==> config.mk <==
export PLATFORM = sky130hd
export DESIGN_NAME = ldst_mmio_bridge
export DESIGN_NICKNAME = d
export VERILOG_FILES = /design/src/rtl/ldst_mmio_bridge.sv
export SDC_FILE = /design/constraint.sdc
export NUM_CORES = 1
export LEC_CHECK = 0
export BUFFER_PORTS_ARGS = -buffer_cell sky130_fd_sc_hd__clkbuf_2
export CELL_PAD_IN_SITES_DETAIL_PLACEMENT = 1
export CELL_PAD_IN_SITES_GLOBAL_PLACEMENT = 1
export CORE_MARGIN = 5
export CORE_UTILIZATION = 39
export CTS_BUF_LIST = sky130_fd_sc_hd__clkbuf_2
export DETAILED_ROUTE_END_ITERATION = 16
export MAX_ROUTING_LAYER = met4
export PLACE_DENSITY = 0.76
export SLEW_MARGIN = 0
export SYNTH_ARGS = -nofsm -noshare
export SYNTH_HDL_FRONTEND = slang
export SYNTH_SLANG_ARGS = --single-unit
==> constraint.sdc <==
create_clock -name clk -period 3.3 [get_ports clk]
set_input_delay 0.495 -clock clk [delete_from_list [all_inputs] [get_ports clk]]
set_output_delay 0.495 -clock clk [all_outputs]
set_load 0.005 [all_outputs]
==> src/rtl/ldst_mmio_bridge.sv <==
// Load/store bridge: routes CPU accesses to external RAM or the MMIO bank
// (LED, synchronized switches, prescaled timer) with a fixed 1-cycle load latency.
module ldst_mmio_bridge #(
  parameter logic [15:0] MMIO_BASE = 16'hF000,
  parameter int          PRESCALE  = 50000,
  parameter int          SW_WIDTH  = 10
) (
  input  logic                clk,
  input  logic                reset,
  input  logic [15:0]         i_ldst_addr,
  input  logic                i_ldst_rd,
  input  logic                i_ldst_wr,
  input  logic [15:0]         i_ldst_wrdata,
  output logic [15:0]         o_ldst_rddata,
  output logic [15:0]         o_ram_addr,
  output logic                o_ram_rd,
  output logic                o_ram_wr,
  output logic [15:0]         o_ram_wrdata,
  input  logic [15:0]         i_ram_rddata,
  input  logic [SW_WIDTH-1:0] i_sw,
  output logic [15:0]         o_led,
  output logic                o_tmr_match
);

  localparam int PW = (PRESCALE > 1) ? $clog2(PRESCALE) : 1;
  localparam logic [PW-1:0] PRE_LAST = PW'(PRESCALE - 1);

  logic [15:0]         r_led;
  logic [15:0]         r_rddata;
  logic                r_sel_mmio;
  logic [15:0]         r_count;
  logic [PW-1:0]       r_pre;
  logic                r_en;
  logic [15:0]         r_cmp;
  logic                r_match;
  logic [SW_WIDTH-1:0] r_sw_meta;
  logic [SW_WIDTH-1:0] r_sw_sync;

  logic        w_is_mmio;
  logic [14:0] w_word;
  logic        w_rd_ok;
  logic        w_wr_mmio;
  logic        w_wr_led;
  logic        w_wr_ctrl;
  logic        w_wr_cmp;
  logic        w_wr_stat;
  logic        w_clr;
  logic        w_tick;
  logic [15:0] w_cnt_inc;
  logic        w_set;
  logic [15:0] w_sw16;
  logic [15:0] w_mmio_rd;

  assign w_is_mmio = (i_ldst_addr >= MMIO_BASE);
  assign w_word    = i_ldst_addr[15:1] - MMIO_BASE[15:1];
  assign w_rd_ok   = i_ldst_rd & ~i_ldst_wr;

  assign o_ram_addr   = i_ldst_addr;
  assign o_ram_wrdata = i_ldst_wrdata;
  assign o_ram_rd     = w_rd_ok & ~w_is_mmio;
  assign o_ram_wr     = i_ldst_wr & ~w_is_mmio;

  assign w_wr_mmio = i_ldst_wr & w_is_mmio;
  assign w_wr_led  = w_wr_mmio & (w_word == 15'd0);
  assign w_wr_ctrl = w_wr_mmio & (w_word == 15'd3);
  assign w_wr_cmp  = w_wr_mmio & (w_word == 15'd4);
  assign w_wr_stat = w_wr_mmio & (w_word == 15'd5);
  assign w_clr     = w_wr_ctrl & i_ldst_wrdata[1];

  assign w_tick    = r_en & (r_pre == PRE_LAST);
  assign w_cnt_inc = r_count + 16'd1;
  // Compare uses the pre-write value, so a same-cycle COMPARE write is not retroactive
  assign w_set     = w_tick & ~w_clr & (w_cnt_inc == r_cmp);

  assign w_sw16 = 16'(r_sw_sync);

  always_comb begin
    w_mmio_rd = 16'h0000;
    case (w_word)
      15'd0:   w_mmio_rd = r_led;
      15'd1:   w_mmio_rd = w_sw16;
      15'd2:   w_mmio_rd = r_count;
      15'd3:   w_mmio_rd = {15'h0, r_en};
      15'd4:   w_mmio_rd = r_cmp;
      15'd5:   w_mmio_rd = {15'h0, r_match};
      default: w_mmio_rd = 16'h0000;
    endcase
  end

  always_ff @(posedge clk or posedge reset) begin
    if (reset) begin
      r_sw_meta <= '0;
      r_sw_sync <= '0;
    end else begin
      r_sw_meta <= i_sw;
      r_sw_sync <= r_sw_meta;
    end
  end

  always_ff @(posedge clk or posedge reset) begin
    if (reset) begin
      r_led      <= 16'h0000;
      r_cmp      <= 16'hFFFF;
      r_rddata   <= 16'h0000;
      r_sel_mmio <= 1'b0;
    end else begin
      if (w_wr_led) r_led <= i_ldst_wrdata;
      if (w_wr_cmp) r_cmp <= i_ldst_wrdata;
      if (w_rd_ok) begin
        r_sel_mmio <= w_is_mmio;
        if (w_is_mmio) r_rddata <= w_mmio_rd;
      end
    end
  end

  always_ff @(posedge clk or posedge reset) begin
    if (reset) begin
      r_en    <= 1'b0;
      r_pre   <= '0;
      r_count <= 16'h0000;
      r_match <= 1'b0;
    end else begin
      if (w_wr_ctrl) r_en <= i_ldst_wrdata[0];
      if (w_clr) begin
        r_pre   <= '0;
        r_count <= 16'h0000;
      end else if (r_en) begin
        r_pre <= w_tick ? '0 : r_pre + 1'b1;
        if (w_tick) r_count <= w_cnt_inc;
      end
      if (w_set) r_match <= 1'b1;
      else if (w_wr_stat & i_ldst_wrdata[0]) r_match <= 1'b0;
    end
  end

  // RAM data is not registered here; the RAM itself supplies the 1-cycle latency
  assign o_ldst_rddata = r_sel_mmio ? r_rddata : i_ram_rddata;
  assign o_led         = r_led;
  assign o_tmr_match   = r_match;

endmodule
== Word-level counts from Yosys, hierarchy flattened ==
Index checks and enable logic that the tools add are counted.
Word-level totals
  input bits: 62
  word-level logic and storage cells: 53
  bits in registers: 103
Cells by class
  bitwise operators: 16
  mux-type cells: 10
  equality and inequality tests: 7
  reductions and logical operators: 6
  $add $sub $neg: 3
  $lt $le $gt $ge: 1
Operators by type and width (count)
  $mux W16: 7
  $pmux W16 S6: 1
  $add A16 B1 Y16 const B: 2
  $eq A15 B2 Y1 const B: 2
  $eq A15 B3 Y1 const B: 2
  $eq A16 B16 Y1: 1
  $eq A16 B16 Y1 const B: 1
  $ge A16 B16 Y1 const B: 1
  $eq A15 B1 Y1 const B: 1
  $logic_not A15 Y1: 1
  $sub A15 B15 Y15 const B: 1
  $and A1 B1 Y1: 13
  $reduce_bool A2 Y1: 3
  $reduce_and A2 Y1: 2
  $not A1 Y1: 3
  $mux W1: 2

== Depth between registers and ports, before layout ==
  depth after elaboration: 8
  gate-level depth with buffers: 9
  gate-level depth less buffers: 7

== Worst setup path before layout ==
Ideal clock, no wire load.
  path kind: input to register
  start: in i_ldst_addr[12]
  end: reg r_led[0] (netlist: o_led[0])
  path buffers: 2
  stages: 9
  setup time: 125 ps
  setup slack: 649 ps
  arrival: 2526 ps
  required time: 3175 ps
  cell sequence: ha_1 nor4b_1 o2111a_1 o21ai_1 nand2b_1 or3_1 clkbuf_1 buf_2 mux2_2
On the way
  cells in the longest elaborated chain, start to end: 3
Ends and longest elaborated chain
  start: declaration: line 10  | input logic [15:0] i_ldst_addr,
  $sub A15 B15 Y15 / $ge A16 B16 Y1 (equally long branches): line 55, 54
  $logic_not A15 Y1 / $and A1 B1 Y1 (equally long branches): line 64, 63
  $and A1 B1 Y1 *: line 64  | assign w_wr_led = w_wr_mmio & (w_word == 15'd0);
  end signal: assignment: line 107  | if (w_wr_led) r_led <= i_ldst_wrdata;
  end: declaration: line 28  | logic [15:0] r_led;
Every way passes the cells marked *; elsewhere a longest branch is shown, timed or not.
A chain may end at the register's enable or synchronous reset.

== Worst setup path in the final report ==
  start: reg r_sel_mmio
  end: out o_ldst_rddata[8]
On the way
  cells in the longest elaborated chain, start to end: 1
Ends and longest elaborated chain
  start: declaration: line 30  | logic r_sel_mmio;
  start signal: assignment: line 110  | r_sel_mmio <= w_is_mmio;
  $mux W16: line 137  | assign o_ldst_rddata = r_sel_mmio ? r_rddata : i_ram_rddata;
  end: declaration: line 14  | output logic [15:0] o_ldst_rddata,
Every way passes these cells.

==> results_dict.tcl <==
set metrics [dict create \
    outcome "finished clean" \
    tns_ps 0 \
    syn_area_um2 5530 \
    totalWireLength_mm 14.8 \
    min-delay-path-class "in -> reg" \
    ys_warn_count 0 \
    async_reset_ff_share_pct 100 \
    cts_num_sinks 103 \
    syn_avg_cell_area_um2 10.2 \
    crit_path_top_delay_cell "dfrtp_1" \
    initial_core_util_pct 39.9 \
    viasPerCell 5.30 \
    ff2ff_setup_slack_ps 710 \
    num_antenna_cells 0 \
    synth.top_cell.area_share_pct 39.4 \
    post_cts_buffers 0 \
    drt_iter0_drc 180 \
    timing.final.hold_violations 0 \
    setup_slack_ps 621 \
    drtPass1Iterations 4 \
    rows 43 \
    whs_ps 127 \
    path_clk_slew_ps 270 \
    boundaryPins 129 \
    power_mw 2.23 \
    synth_most_common_cell "dfrtp_1" \
    numCtsBuffers 9 \
    p_leak_nw 2.96 \
    fp.dieW_um 129 \
    tightest_slew_ps 956 \
    place_inst 795 \
    synthCells 543 \
    ir_drop_v 0.000210 \
    slew_headroom_pct 36.2 \
    max_stage_delay_ps 1030 \
    grt_start_max_net_pins 64 \
    ys_seq_area_share_pct 47.0 \
    worst-path-buf-inv 1 \
    worstPathArrival_ps 2180 \
    fin_cells 822 \
    cp-end-kind "output pin" \
    synth_top_cell_by_area "dfrtp_1" \
    rsz0062_at_grt "no" \
    die_h_um 129 \
    fin_area_um2 6380 \
    placed_area_um2 6120 \
    synth_edf_count 0 \
    final_nets 702 \
    root_buffer "clkbuf_2" \
    preCtsSetupSlack_ps 286 \
    worst_ep_required_time_ps 2800 \
    cts_tree "built" \
    synthDistinctLibCells 46 \
    clk_latency_ps 610 \
    rr_worst_depth 6 \
    htreeDepth 3 \
    drc 0 \
    skew_ps 23.9 \
    place.port_buffers 126 \
    cts.repair.resized 0 \
    drv_slew 0 \
    antenna_left 0 \
    finalCritPeriodShare_pct 81.2 \
    cp.depth 2 \
    hold-path-cell-count 2 \
    cellPowerDensity_nw_per_um2 350 \
    wl_per_cell_um 18.0 \
    critical_path_class "reg -> out" \
    antenna_found_initial 0 \
    drv_cap 0 \
    max_freq_mhz 373 \
    grt_usage_pct 18.7 \
    drive_above_1_share_pct 34.9 \
    path_delay_family "flip-flops" \
    syn_to_final_growth_pct 15.4 \
    synth_common_cells "dfrtp_1, nor2_1, mux2_2, nand2_1, buf_4" \
    post-dp-hpwl_mm 10.8 \
    ys_seq_elements 103 \
    synthFlopType "dfrtp_1" \
    clk_path_buf_depth 2 \
    setup_violations 0 \
    die_area_um2 16700 \
    crit_chain "mux2_2, clkbuf_2" \
    synth_area_leaders "dfrtp_1, mux2_2, dfstp_2" \
    gp_congestion 0.798 \
    vias 4360 \
    fin_util_pct 46.0 \
    worst_setup_path_start_kind "register" \
    core_area_um2 13900 \
    grt-ovfl-total 0 \
    grt_pass1_vias 4713 \
    crit_path_max_fanout 17 \
    period_needed_ps 2680 \
    synth_nets 608 \
    grt_pass1_wl_mm 24.0 \
]
==> power breakdown <==
group | switching, mW | total [mW] | internal, mW
combinational | 0.104 | 0.196 | 0.0915
sequential | 0.00868 | 1.29 | 1.28
clock | 0.430 | 0.750 | 0.320
total | 0.542 | 2.23 | 1.69
==> flip-flops by register name, summed over array words and instances, names as in the netlist <==
register	flops
r_sel_mmio	1
r_cmp	16
r_sw_meta	10
r_count	16
o_led	16
r_rddata	16
o_tmr_match	1
r_pre	16
r_sw_sync	10
r_en	1
==> layout make-up <==
type	count	area [um^2]
Clock buffer	9	45.0
Clock inverter	7	111
Fill cell	1591	7500
Inverter	9	36.3
Multi-Input combinational cell	367	2540
Sequential cell	103	2600
Tap cell	180	225
Timing Repair Buffer	147	828
==> repair_timing <==
action,in CTS,in global routing
hold endpoints to repair,45,0
hold buffers,11,0
setup endpoints to repair,0,0
==> routing by layer <==
| metal | GRT usage (%) | vias up | share of wire, % |
|---|---|---|---|
| met4 | 5.50 | 0 | 1.1 |
| met2 | 30.5 | 137 | 49 |
| li1 | - | 2056 | - |
| met3 | 2.97 | 17 | 5.8 |
| met1 | 24.2 | 2150 | 44 |
| met5 | - | - | 0 |
==> final timing paths <==
| check | from | endpoint |
|---|---|---|
| min reg2reg | r_sw_meta[9] | r_sw_sync[9] |
| max reg2reg | r_pre[13] | o_tmr_match |
| max | r_sel_mmio | o_ldst_rddata[8] |
| min in group asynchronous | reset | r_sw_sync[4] |
| min | i_ldst_wrdata[6] | o_led[6] |
| max in group asynchronous | reset | r_cmp[15] |
==> cells in the final DEF (no fill, tap or decap), types with 11 or more instances in the layout <==
cell type and n:
a21oi_1 29, clkbuf_2 135, dfrtp_1 87, dfstp_2 16
dlygate4sd3_1 11, mux2_2 49, mux2i_1 20, nand2_1 36
nand3_1 16, nor2_1 52, nor3_1 12, o21ai_0 23
xnor2_1 29, xor2_1 13
==> cells by family (layout without fill, tap and decap cells) <==
| group | count (synthesis) | in the layout | share of synthesized area (%) |
|---|---|---|---|
| adder cells (fa/ha/maj) | 3 | 3 | 0.679 |
| XOR/XNOR | 42 | 42 | 6.65 |
| AO/OA/AOI/OAI | 72 | 72 | 7.49 |
| flip-flops | 103 | 103 | 47.0 |
| multiplexers | 70 | 70 | 14.0 |
| buffers and inverters | 73 | 172 | 7.24 |
| AND/OR/NAND/NOR | 180 | 180 | 17.0 |
Note: power is estimated with default switching activity, not from simulation.
